===== src/rtl/dual_width_serializer.sv =====
// Serializes {in_b,in_a} word pairs (in_a LSB first, then in_b) through a 2-entry FIFO.
// Optional feature macro: DUAL_WIDTH_SERIALIZER_PARITY_EN appends an even-parity bit per frame.
module dual_width_serializer #(
  parameter int SIZE = 8
) (
  input  logic            clk,
  input  logic            rst_n,
  input  logic            in_valid,
  output logic            in_ready,
  input  logic [SIZE-1:0] in_a,
  input  logic [5:0]      in_b,
  output logic            ser_out,
  output logic            ser_frame,
  output logic            ser_sof,
  output logic            busy,
  output logic [7:0]      frame_cnt
);
  localparam int SIZETWO = 6;
  localparam int FLEN    = SIZE + SIZETWO;
  localparam int IDXW    = $clog2(FLEN);
  localparam logic [IDXW-1:0] LAST_IDX = IDXW'(FLEN - 1);

  localparam logic [1:0] ST_IDLE   = 2'd0;
  localparam logic [1:0] ST_SHIFT  = 2'd1;
`ifdef DUAL_WIDTH_SERIALIZER_PARITY_EN
  localparam logic [1:0] ST_PARITY = 2'd2;
`endif

  logic [FLEN-1:0] mem_q [0:1];
  logic [FLEN-1:0] mem_d [0:1];
  logic            wr_ptr_q, wr_ptr_d;
  logic            rd_ptr_q, rd_ptr_d;
  logic [1:0]      count_q, count_d;
  logic [1:0]      state_q, state_d;
  logic [FLEN-1:0] shift_q, shift_d;
  logic [IDXW-1:0] bit_idx_q, bit_idx_d;
  logic [7:0]      frame_cnt_q, frame_cnt_d;
`ifdef DUAL_WIDTH_SERIALIZER_PARITY_EN
  logic            parity_q, parity_d;
`endif
  logic            push_s;
  logic            pop_s;

  // Next-state logic for FIFO and frame FSM
  always_comb begin
    mem_d[0]    = mem_q[0];
    mem_d[1]    = mem_q[1];
    wr_ptr_d    = wr_ptr_q;
    rd_ptr_d    = rd_ptr_q;
    state_d     = state_q;
    shift_d     = shift_q;
    bit_idx_d   = bit_idx_q;
    frame_cnt_d = frame_cnt_q;
`ifdef DUAL_WIDTH_SERIALIZER_PARITY_EN
    parity_d    = parity_q;
`endif
    // in_ready comes only from registered count, so a full FIFO never accepts even during a pop
    push_s = in_valid && (count_q < 2'd2);
    pop_s  = (state_q == ST_IDLE) && (count_q != 2'd0);

    if (push_s) begin
      mem_d[wr_ptr_q] = {in_b, in_a};
      wr_ptr_d        = ~wr_ptr_q;
    end else begin
      wr_ptr_d = wr_ptr_q;
    end

    case ({push_s, pop_s})
      2'b10:   count_d = count_q + 2'd1;
      2'b01:   count_d = count_q - 2'd1;
      default: count_d = count_q;
    endcase

    case (state_q)
      ST_IDLE: begin
        if (pop_s) begin
          shift_d   = mem_q[rd_ptr_q];
          rd_ptr_d  = ~rd_ptr_q;
          bit_idx_d = {IDXW{1'b0}};
          state_d   = ST_SHIFT;
`ifdef DUAL_WIDTH_SERIALIZER_PARITY_EN
          parity_d  = ^mem_q[rd_ptr_q];
`endif
        end else begin
          state_d = ST_IDLE;
        end
      end
      ST_SHIFT: begin
        shift_d   = shift_q >> 1;
        bit_idx_d = bit_idx_q + IDXW'(1);
        if (bit_idx_q == LAST_IDX) begin
`ifdef DUAL_WIDTH_SERIALIZER_PARITY_EN
          state_d = ST_PARITY;
`else
          state_d     = ST_IDLE;
          frame_cnt_d = frame_cnt_q + 8'd1;
`endif
        end else begin
          state_d = ST_SHIFT;
        end
      end
`ifdef DUAL_WIDTH_SERIALIZER_PARITY_EN
      ST_PARITY: begin
        state_d     = ST_IDLE;
        frame_cnt_d = frame_cnt_q + 8'd1;
      end
`endif
      default: state_d = ST_IDLE;
    endcase
  end

  // State registers
  always_ff @(posedge clk or negedge rst_n) begin
    if (!rst_n) begin
      mem_q[0]    <= {FLEN{1'b0}};
      mem_q[1]    <= {FLEN{1'b0}};
      wr_ptr_q    <= 1'b0;
      rd_ptr_q    <= 1'b0;
      count_q     <= 2'd0;
      state_q     <= ST_IDLE;
      shift_q     <= {FLEN{1'b0}};
      bit_idx_q   <= {IDXW{1'b0}};
      frame_cnt_q <= 8'd0;
`ifdef DUAL_WIDTH_SERIALIZER_PARITY_EN
      parity_q    <= 1'b0;
`endif
    end else begin
      mem_q[0]    <= mem_d[0];
      mem_q[1]    <= mem_d[1];
      wr_ptr_q    <= wr_ptr_d;
      rd_ptr_q    <= rd_ptr_d;
      count_q     <= count_d;
      state_q     <= state_d;
      shift_q     <= shift_d;
      bit_idx_q   <= bit_idx_d;
      frame_cnt_q <= frame_cnt_d;
`ifdef DUAL_WIDTH_SERIALIZER_PARITY_EN
      parity_q    <= parity_d;
`endif
    end
  end

  // Output decode straight from registered state
  always_comb begin
    ser_out   = 1'b0;
    ser_frame = 1'b0;
    ser_sof   = 1'b0;
    case (state_q)
      ST_SHIFT: begin
        ser_out   = shift_q[0];
        ser_frame = 1'b1;
        ser_sof   = (bit_idx_q == {IDXW{1'b0}});
      end
`ifdef DUAL_WIDTH_SERIALIZER_PARITY_EN
      ST_PARITY: begin
        ser_out   = parity_q;
        ser_frame = 1'b1;
      end
`endif
      default: begin
        ser_out   = 1'b0;
        ser_frame = 1'b0;
        ser_sof   = 1'b0;
      end
    endcase
  end

  assign in_ready  = (count_q < 2'd2);
  assign busy      = (state_q != ST_IDLE) || (count_q != 2'd0);
  assign frame_cnt = frame_cnt_q;

endmodule


===== config.mk =====
export PLATFORM = sky130hd
export DESIGN_NAME = dual_width_serializer
export DESIGN_NICKNAME = d
export VERILOG_FILES = /design/src/rtl/dual_width_serializer.sv
export SDC_FILE = /design/constraint.sdc
export NUM_CORES = 1
export LEC_CHECK = 0
export CORE_UTILIZATION = 52
export CTS_BUF_LIST = sky130_fd_sc_hd__clkbuf_4 sky130_fd_sc_hd__clkbuf_8 sky130_fd_sc_hd__clkbuf_16
export DETAILED_ROUTE_END_ITERATION = 8
export HOLD_SLACK_MARGIN = 0.15
export PLACE_DENSITY = 0.8
export SYNTH_ARGS = -nofsm -noshare
export SYNTH_HDL_FRONTEND = slang
export SYNTH_SLANG_ARGS = --single-unit

===== constraint.sdc =====
create_clock -name clk -period 2.21 [get_ports clk]
set_clock_uncertainty 0.2 [all_clocks]
set_input_delay 0.3315 -clock clk [delete_from_list [all_inputs] [get_ports clk]]
set_output_delay 0.3315 -clock clk [all_outputs]
set_load 0.005 [all_outputs]

==> metrics <==
chip height 74.5 microns; Final Hold Fails 0; antenna violations before repair 0; GPL Wtd Cong about 0.74; first-pass GRT wire length 8220 microns; top cells by area, synth dfrtp_1, mux2_4, mux2_1; largest family of logic cells by synthesized area multiplexers; Synth Area in Simple Gates 0.129; Placed Area approximately 3100 sq um; Crit Path Max Fanout 15; Synth Area in Compound Gates 0.0788; ANT cells 0; crit path capture type output port; most frequent cell after synthesis dfrtp_1; Initial Util 0.538; clock sink count between 50 and 60; Die ar. 5550 sq um; sequential fraction of the synthesis area 0.540; Max-Cap Viols 0; drt first-iter violations 72; Clk pwr share 0.198; htree depth 3; vias 1755; #FFs+latches synth 59; Final ANT Viol Nets 0; CTS tree yes; vias per cell 5.21; area grow syn2layout 21.2%; Cell Pwr Density 1370 nW/um^2; TritonCTS buffer count 9; Synth Instances 222; Synth Area per Inst 12.3 sq um; Unique masters post-synth 32; Worst-path clk slew 0.07 ns; final hold slack 0.277 ns; cell taking the most area after synthesis dfrtp_1; crit share post-route 0.937; DIE WIDTH 74.5 microns; FFs w/ async S/R, synth 1.00; hpwl dp 3230 microns; VDD IR max 0.763 mV; drt first pass iters 4; total negative setup slack 0 ns; Final setup viols 0; Slew HR 0.581; startpoint types register; Final Critical Period a little over 2 ns; DRC violations left 0; total gr overflow 0; top post-synthesis cells by count dfrtp_1, nand2_1, nor2_1, a211oi_1, o31ai_1; Core ar. 5070 sq um; maximum clock path buffer count 2; Hold Path Class reg2reg; Yosys top cell area share 0.540; I/O pin count 30; NetSw 1.51 mW; Util after Layout 0.653; root buf cell clkbuf_8; final WL 4820 microns; Critical Path RT 1.68 ns; Worst Tran Pin Value 0.629 ns; Reg power frac 0.422; Ys Warns 0; Mapped Area ~2700 sq um; worst-skew pair later-pin latency 0.33 ns; Pins Over Slew Limit 0; row count 26; Buffers on Ports 29; Achievable Freq 0.483 GHz; Top FF cell, synth dfrtp_1; Comb pwr share 0.380; number of flops mapped to enable cells by yosys 0; Synth Area in Adders 0.0229; Crit path arrival time around 1.5 ns; Sw Ratio 0.333; Pleak 1.51 nW; largest net degree at the start of global routing 29; post-synthesis mux area share 0.145; critical path type reg2out; outcome finished, final reports clean; Net Count, Synth 244; RSZ-0062 raised after global routing no; xor-xnor portion of the synthesized cell area 0.0449; Int Power 3.01 mW; Final Power ~4.5 mW; vias in the first global route 1774; Final nets between 200 and 300; post-route cell area 3310 sq um; Fillers approximately 410; WL per Instance 14.3 microns; total track usage 0.207; share of cells above drive strength 1 0.206
metrics by stage:
| stage | setup slack (ns) | instances |
|---|---|---|
| 2_1_floorplan | 0.529 | 222 |
| 3_3_place_gp | 0.293 | 319 |
| 3_5_place_dp | 0.269 | 319 |
| 4_1_cts | 0.00212 | 335 |
| 5_1_grt | 0.0383 | 337 |
| 6_report | 0.138 | 337 |
cell type report:
type	count	area, sq um	area share
sequential	59	1480	0.446
inverter	4	15.0	0.00453
multi-input combinational	146	1160	0.349
tap	70	87.6	0.0264
clock buffer	13	173	0.0521
clock inverter	2	10.0	0.00302
timing repair buffer	43	394	0.119
worst paths after layout:
kind / startpoint / end / slack, ns / cells after the start
setup / recovery: state_q[0] / ser_frame / 0.14 / 2
min in group asynchronous: rst_n / bit_idx_q[2] / 0.34 / 2
hold reg to reg: frame_cnt[7] / frame_cnt[7] / 0.28 / 1
max in group asynchronous: rst_n / count_q[1] / 0.83 / 3
setup reg to reg: state_q[0] / count_q[1] / 0.42 / 6
hold / removal: frame_cnt[7] / frame_cnt[7] / 0.28 / 1
cell usage in the layout, fill, tap and decap left out, types with 2 or more instances in the layout:
cell | synthesis | layout
a211oi_1 | 14 | 14
and2_1 | 2 | 2
and2b_1 | 6 | 6
and4_1 | 2 | 2
buf_4 | 3 | 13
clkbuf_8 | 0 | 12
clkdlybuf4s50_1 | 0 | 26
clkinv_2 | 0 | 2
dfrtp_1 | 59 | 59
ha_1 | 5 | 5
inv_1 | 4 | 4
mux2_1 | 10 | 10
mux2_2 | 10 | 10
mux2_4 | 10 | 10
mux2i_1 | 2 | 2
nand2_1 | 18 | 18
nand3_1 | 3 | 3
nand4_1 | 3 | 3
nor2_1 | 18 | 17
nor2_4 | 1 | 2
nor2b_1 | 7 | 7
o31ai_1 | 14 | 14
xnor2_1 | 10 | 10
xor2_1 | 4 | 4
what timing repair did:
item                                   in CTS  in global routing
resized for setup                           2                  3
endpoints found under the hold margin      25                  0
buffers inserted                            0                  2
pin swaps                                   0                  1
setup endpoints to repair                   2                  1
gates cloned                                0                  0
hold buffers                                1                  0
kinds of logic after synthesis:
group / Yosys count
adders and majority gates: 5
muxes: 32
DFF: 59
AOI/OAI and AO/OA: 29
xor gates and xnor gates: 14
and+or+nand+nor: 66
buffers and inverters: 17
registers in the layout, indices dropped and copies added, names as in the netlist:
register,cells
shift_q,14
count_q,2
frame_cnt,8
bit_idx_q,4
wr_ptr_q,1
state_q,1
rd_ptr_q,1
mem_q,28
critical path, stage by stage (launching register included):
cell,delay (ns)
dfrtp_1,0.45
buf_4,0.24
clkdlybuf4s50_1,0.52
routing by layer:
layer | track usage | up-vias | share of wire
li1 | - | 856 | -
met1 | 0.256 | 863 | 0.47
met2 | 0.326 | 26 | 0.48
met3 | 0.0515 | 10 | 0.027
met4 | 0.128 | 0 | 0.020
met5 | 0 | - | 0
power groups by stage:
stage / combinational [mW] / clock, mW / sequential [mW]
floorplan: 1.36 / 0 / 1.79
global placement: 1.61 / 0 / 1.90
detailed placement: 1.68 / 0 / 1.93
CTS: 1.69 / 0.922 / 1.92
global route: 1.93 / 0.961 / 1.97
finish: 1.72 / 0.897 / 1.91
Note: power is estimated with default switching activity, not from simulation.
